`src/rtl/cu_sequencer.sv`:
```
// cu_sequencer: program sequencer and instruction decoder for the 4-bit
// computational unit. Fetches 8-bit instructions from an asynchronous-read
// program memory and drives the unit's control inputs. The decoded controls
// are registered: they are computed from pm_data in FETCH and presented
// during EXEC. reg_en is additionally gated by hold.
// Optional feature macro: CU_SEQ_CALL_EN (CALL/RET with a one-deep ret_pc).
module cu_sequencer #(
  parameter int PC_W         = 8,
  parameter int RST_HOLD_CYC = 2
) (
  input  logic            clk,
  input  logic            reset_n,
  input  logic [7:0]      pm_data,
  input  logic            r_eq_0,
  input  logic            hold,
  output logic [PC_W-1:0] pm_addr,
  output logic            sync_reset,
  output logic [3:0]      source_sel,
  output logic [8:0]      reg_en,
  output logic            x_sel,
  output logic            y_sel,
  output logic            i_sel,
  output logic [3:0]      ir_nibble
);

  typedef enum logic [1:0] {RST_HOLD, FETCH, EXEC, JADDR} state_t;

  typedef struct packed {
    logic [3:0] src;
    logic [8:0] en;
    logic       x;
    logic       y;
    logic       i;
    logic [3:0] nib;
  } ctl_t;

  localparam ctl_t       CTL_IDLE  = ctl_t'{4'd10, 9'd0, 1'b0, 1'b0, 1'b0, 4'd0};
  localparam logic [3:0] HOLD_LAST = 4'(RST_HOLD_CYC - 1);

  state_t          r_state;
  logic [PC_W-1:0] r_pc;
  logic [7:0]      r_ir;
  logic [3:0]      r_loop_cnt;
  logic [3:0]      r_hold_cnt;
  logic            r_sync_reset;
  logic            r_taken;
  ctl_t            r_ctl;
  logic            w_is_jump;
  logic            w_is_loop;
  logic            w_taken;
`ifdef CU_SEQ_CALL_EN
  logic [PC_W-1:0] r_ret_pc;
  logic            r_call;
  logic            w_is_ret;
  logic            w_is_call;
`endif

  // Destination field to reg_en bit: o_reg lives at bit 8, not bit 4.
  function automatic logic [8:0] dst_en(input logic [2:0] d);
    logic [8:0] e;
    e = '0;
    case (d)
      3'd0: e[0] = 1'b1;
      3'd1: e[1] = 1'b1;
      3'd2: e[2] = 1'b1;
      3'd3: e[3] = 1'b1;
      3'd4: e[8] = 1'b1;
      3'd5: e[5] = 1'b1;
      3'd6: e[6] = 1'b1;
      default: e[7] = 1'b1;
    endcase
    return e;
  endfunction

  // JUMP, LOOP and RET drive no datapath controls.
  function automatic ctl_t decode(input logic [7:0] ir);
    ctl_t c;
    c = CTL_IDLE;
    if (!ir[7]) begin
      c.src = 4'd8;
      c.nib = ir[3:0];
      c.en  = dst_en(ir[6:4]);
    end else if (ir[7:6] == 2'b10) begin
      c.src = {1'b0, ir[2:0]};
      c.en  = dst_en(ir[5:3]);
      c.i   = (ir == 8'hB6);
    end else if (ir[7:5] == 3'b110) begin
      c.x     = ir[4];
      c.y     = ir[3];
      c.nib   = ir[3:0];
      c.en[4] = 1'b1;
    end
    return c;
  endfunction

  // Classify the latched instruction and resolve the jump condition.
  always_comb begin
    w_is_loop = (r_ir[7:4] == 4'hF);
`ifdef CU_SEQ_CALL_EN
    w_is_ret  = (r_ir == 8'hE4);
    w_is_call = (r_ir == 8'hE3);
    w_is_jump = (r_ir[7:4] == 4'hE) && !w_is_ret;
`else
    w_is_jump = (r_ir[7:4] == 4'hE);
`endif
    case (r_ir[3:0])
      4'd0:    w_taken = 1'b1;
      4'd1:    w_taken = r_eq_0;
      4'd2:    w_taken = !r_eq_0;
`ifdef CU_SEQ_CALL_EN
      4'd3:    w_taken = 1'b1;
`endif
      default: w_taken = 1'b0;
    endcase
  end

  // Sequencer FSM with registered control outputs; hold freezes everything.
  always_ff @(posedge clk or negedge reset_n) begin
    if (!reset_n) begin
      r_state      <= RST_HOLD;
      r_pc         <= '0;
      r_ir         <= 8'hF0;
      r_loop_cnt   <= '0;
      r_hold_cnt   <= '0;
      r_sync_reset <= 1'b1;
      r_taken      <= 1'b0;
      r_ctl        <= CTL_IDLE;
`ifdef CU_SEQ_CALL_EN
      r_ret_pc     <= '0;
      r_call       <= 1'b0;
`endif
    end else if (!hold) begin
      case (r_state)
        RST_HOLD: begin
          if (r_hold_cnt == HOLD_LAST) begin
            r_state      <= FETCH;
            r_sync_reset <= 1'b0;
          end else begin
            r_hold_cnt <= r_hold_cnt + 4'd1;
          end
        end
        FETCH: begin
          r_ir    <= pm_data;
          r_pc    <= r_pc + PC_W'(1);
          r_ctl   <= decode(pm_data);
          r_state <= EXEC;
        end
        EXEC: begin
          r_ctl <= CTL_IDLE;
`ifdef CU_SEQ_CALL_EN
          if (w_is_ret) begin
            r_pc    <= r_ret_pc;
            r_state <= FETCH;
          end else
`endif
          if (w_is_jump) begin
            r_taken <= w_taken;
`ifdef CU_SEQ_CALL_EN
            r_call  <= w_is_call;
`endif
            r_state <= JADDR;
          end else if (w_is_loop) begin
            r_loop_cnt <= r_ir[3:0];
            r_state    <= FETCH;
          end else if (r_loop_cnt != 4'd0) begin
            // Repeat: keep the same controls for another EXEC cycle.
            r_loop_cnt <= r_loop_cnt - 4'd1;
            r_ctl      <= r_ctl;
          end else begin
            r_state <= FETCH;
          end
        end
        JADDR: begin
          if (r_taken) begin
            r_pc       <= PC_W'(pm_data);
            r_loop_cnt <= '0;
          end else begin
            r_pc <= r_pc + PC_W'(1);
          end
`ifdef CU_SEQ_CALL_EN
          if (r_call) r_ret_pc <= r_pc + PC_W'(1);
`endif
          r_state <= FETCH;
        end
        default: r_state <= RST_HOLD;
      endcase
    end
  end

  assign pm_addr    = r_pc;
  assign sync_reset = r_sync_reset;
  assign source_sel = r_ctl.src;
  assign reg_en     = hold ? '0 : r_ctl.en;
  assign x_sel      = r_ctl.x;
  assign y_sel      = r_ctl.y;
  assign i_sel      = r_ctl.i;
  assign ir_nibble  = r_ctl.nib;

endmodule

```
`config.mk`:
```
export PLATFORM = sky130hd
export DESIGN_NAME = cu_sequencer
export DESIGN_NICKNAME = d
export VERILOG_FILES = /design/src/rtl/cu_sequencer.sv
export SDC_FILE = /design/constraint.sdc
export NUM_CORES = 1
export LEC_CHECK = 0
export ABC_AREA = 1
export BUFFER_PORTS_ARGS = -buffer_cell sky130_fd_sc_hd__buf_4
export CAP_MARGIN = 5
export CORE_ASPECT_RATIO = 0.75
export CORE_MARGIN = 10
export CORE_UTILIZATION = 45
export DETAILED_ROUTE_END_ITERATION = 7
export PLACE_DENSITY = 0.74
export SLEW_MARGIN = 10
export SYNTH_ARGS = -nofsm -noshare
export SYNTH_HDL_FRONTEND = slang
export SYNTH_SLANG_ARGS = --single-unit
```
`constraint.sdc`:
```
create_clock -name clk -period 2 [get_ports clk]
set_input_delay 0.1 -clock clk [delete_from_list [all_inputs] [get_ports clk]]
set_output_delay 0.1 -clock clk [all_outputs]
set_load 0.05 [all_outputs]
```
==> run metrics <==
count of cells along the worst register-to-register path=6; Initial DRT Pass Iterations=4; post-synthesis compound-gate area fraction=12.7%; synthesized-area fraction occupied by adder cells=4.50%; Die Width=111 um; Synth Flop Type=sky130_fd_sc_hd__dfrtp_1; final weighted congestion in routability-driven placement=0.899; count of nets left with antenna violations after detail routing=0; Max stage delay on crit path=440 ps; largest net degree at the start of global routing=49; commonest non-fill, non-tap cell in the layout=sky130_fd_sc_hd__nand2_1; via count of the routed design=2,386; met1 Use GR=18.3%; IO buf count=40; EDFF count, synth=0; clk_lat worst skew=300 ps; sum of overflow across all layers after global routing=0; cell breakdown of the critical path=inv_1, ha_1, nand3_1, nand2_2, buf_4, o21ai_0; result of the run=finished, final reports clean; number of global-route vias before repair=2,181; die extent in y=88.1 um; peak ir drop on the vdd network=0.889 mV; post-detailed-routing wire length=6.35 mm; top-area cell type share of the netlist area=36.9%; RSZ-0062 raised after global routing=no; Post-Synth Simple-Gate Area=27.5%; Crit. End Element=register; sequential fraction of the synthesis area=43.5%; highest net fanout along the worst path=15; Crit Path Class=reg2reg; Peak Freq=562 MHz; library cell contributing the largest single delay on the critical path=sky130_fd_sc_hd__dfrtp_1; number of nets in the final layout=420; max-cap viol count=0; most used cells in the layout excluding fill and tap cells=sky130_fd_sc_hd__nand2_1 (105), sky130_fd_sc_hd__dfrtp_1 (41), sky130_fd_sc_hd__buf_4 (41), sky130_fd_sc_hd__inv_1 (40), sky130_fd_sc_hd__o21ai_0 (34); setup TNS=0 ps; global-route wire length before repair=10.9 mm; required time of the worst setup path=2170 ps; root buffer cell=sky130_fd_sc_hd__clkbuf_8; largest family of logic cells by synthesized area=simple AND/OR/NAND/NOR gates; number of placed cells counting well taps=468; CTS Sinks=48; Starting DRT DRC Count=159; Critical Path Source Type=register; ports placed on the boundary=41; post-detail-place hpwl=4.73 mm; worst rel slew slack=59.7%; post-layout min period=1780 ps; TritonCTS clock tree=yes; H-tree Lvls=2; number of distinct library cells after synthesis=33; non-filler cells in the finished layout=477; area used by sequential logic in the layout=1210 um^2; global routing met2 resource utilization=20.0%; CTS buffer count=5; post-synthesis area per instance=7.55 um^2; WP depth=6; number of buffer and inverter stages on the critical path=2; final setup skew=4.34 ps; overall die area=9750 um^2; static power due to leakage=1.64 nW; design area=3170 um^2; diode count=0; share of layout cells above drive strength 1=18.0%; area occupied by multi-input gates=1270 um^2; worst-case clock buffer depth=2; number of cells produced by synthesis=368; Synth Warn #=0; Synth area leaders=sky130_fd_sc_hd__dfrtp_1 (37%), sky130_fd_sc_hd__nand2_1 (14%), sky130_fd_sc_hd__dfstp_2 (6.6%), sky130_fd_sc_hd__o21ai_0 (6.1%), sky130_fd_sc_hd__inv_1 (5.4%); area after detailed placement=3060 um^2; top cell type by total area after synthesis=sky130_fd_sc_hd__dfrtp_1; async set-or-reset flop fraction in the synthesized netlist=100%; transition at the pin with the smallest max-transition slack=604 ps; initial antenna violation count=0; worst hold path type=in2reg; effective utilization at floorplan=47.0%; Via density=5.00; fraction of synthesized area in multiplexers=0%; number of flip-flops and latches in the synthesized netlist=48; kind of cell adding the most delay to the critical path=flip-flops; Netlist Area Pre-Place=2780 um^2; post-synth net total=390; endpoint arrival time on the critical path=1950 ps; overall track demand over capacity in global routing=13.1%; most used routing layer in global routing=met2; Setup Buffers After CTS=0; CTS clock-pin slew for the worst setup and hold paths=80 ps; Row Count=24; average routed wire per standard cell=13.3 um; drt drc=0; Hold Vio Cnt, Final=0; PD cells=1530 nW/um^2; Hold Slack=66.1 ps; final-layout fill cell count=593; period utilization=89.0%; number of cells traversed by the worst hold path=3; Synth-to-Final Area Change=14.1%; met3 layer usage reported by global route=3.48%; number of pins with negative max-slew slack in the final report=0; CORE AREA=5920 um^2; Finish-stage setup viols=0; Post-Synth XOR/XNOR Area=0.945%
==> Yosys cell counts, types with 2 or more instances <==
cell type / instances
sky130_fd_sc_hd__nand2_1: 105
sky130_fd_sc_hd__dfrtp_1: 41
sky130_fd_sc_hd__inv_1: 40
sky130_fd_sc_hd__o21ai_0: 34
sky130_fd_sc_hd__nor2_1: 30
sky130_fd_sc_hd__nand3_1: 24
sky130_fd_sc_hd__a21oi_1: 15
sky130_fd_sc_hd__buf_4: 10
sky130_fd_sc_hd__ha_1: 10
sky130_fd_sc_hd__dfstp_2: 7
sky130_fd_sc_hd__nor3_1: 7
sky130_fd_sc_hd__nand4_1: 6
sky130_fd_sc_hd__buf_2: 4
sky130_fd_sc_hd__o21ai_2: 4
sky130_fd_sc_hd__inv_2: 3
sky130_fd_sc_hd__nor2_2: 3
sky130_fd_sc_hd__o21ai_1: 3
sky130_fd_sc_hd__buf_6: 2
sky130_fd_sc_hd__clkbuf_1: 2
sky130_fd_sc_hd__nand2_2: 2
sky130_fd_sc_hd__o21bai_1: 2
sky130_fd_sc_hd__o22ai_1: 2
sky130_fd_sc_hd__xnor2_1: 2
==> path summary, 6_finish.rpt <==
kind | slack [ps] | to | from
min reg2reg | 470 | sync_reset | sync_reset
min in group asynchronous | 350 | r_loop_cnt[1] | reset_n
max in group asynchronous | 1240 | r_ctl[13] | reset_n
max | 220 | i_sel | r_state[0]
max reg2reg | 220 | i_sel | r_state[0]
min | 70 | source_sel[0] | pm_data[0]
==> final cells by class <==
class / count / area share (%)
Sequential cell: 48 / 38.1
Inverter: 45 / 5.40
Clock buffer: 6 / 2.29
Timing Repair Buffer: 42 / 10.0
Tap cell: 78 / 3.08
Clock inverter: 2 / 1.10
Multi-Input combinational cell: 256 / 40.0
==> what timing repair did <==
item,in CTS,in global routing
hold buffers,1,0
gates resized for setup,0,0
hold endpoints to repair,41,0
endpoints found under the setup margin,0,0
==> state kept, by name (all words and copies together), names as in the netlist, 2 cells and up <==
| register | cells |
|---|---|
| ir_nibble | 4 |
| r_state | 2 |
| r_ctl | 9 |
| pm_addr | 8 |
| r_loop_cnt | 4 |
| r_hold_cnt | 4 |
| source_sel | 4 |
| r_ir | 8 |
==> per-layer routing <==
layer  up-vias  wire length, um
met1      1088             3210
met5         -                0
met3         6              344
li1       1235                -
met2        57             2750
met4         0               44
==> stage by stage <==
| step | worst slack [ps] | util [%] | power, mW |
|---|---|---|---|
| 6_report | 219 | 53.6 | 4.87 |
| 5_1_grt | 59.8 | 53.6 | 5.27 |
| 3_5_place_dp | 252 | 51.6 | 4.19 |
| 3_3_place_gp | 316 | 51.6 | 4.15 |
| 4_1_cts | 231 | 53.6 | 4.91 |
| 2_1_floorplan | 458 | - | 3.68 |
==> worst reg2reg max path: stages (launching register included) <==
cell and delay (ps):
sky130_fd_sc_hd__dfrtp_1 440, sky130_fd_sc_hd__inv_1 100, sky130_fd_sc_hd__ha_1 340, sky130_fd_sc_hd__nand3_1 190
sky130_fd_sc_hd__nand2_2 240, sky130_fd_sc_hd__buf_4 240, sky130_fd_sc_hd__o21ai_0 120
==> report_power, final <==
group	leakage, nW	switching [mW]	internal (mW)
Clock	0.0552	0.321	0.371
Sequential	0.606	0.308	1.41
Combinational	0.976	1.68	0.775
==> cells by family (layout without fill, tap and decap cells) <==
group	Yosys count	after routing
xor gates and xnor gates	3	3
AOI/OAI and AO/OA	63	63
adders and majority gates	10	10
DFF	48	48
and+or+nand+nor	180	180
buffers and inverters	64	95
Note: power is estimated with default switching activity, not from simulation.
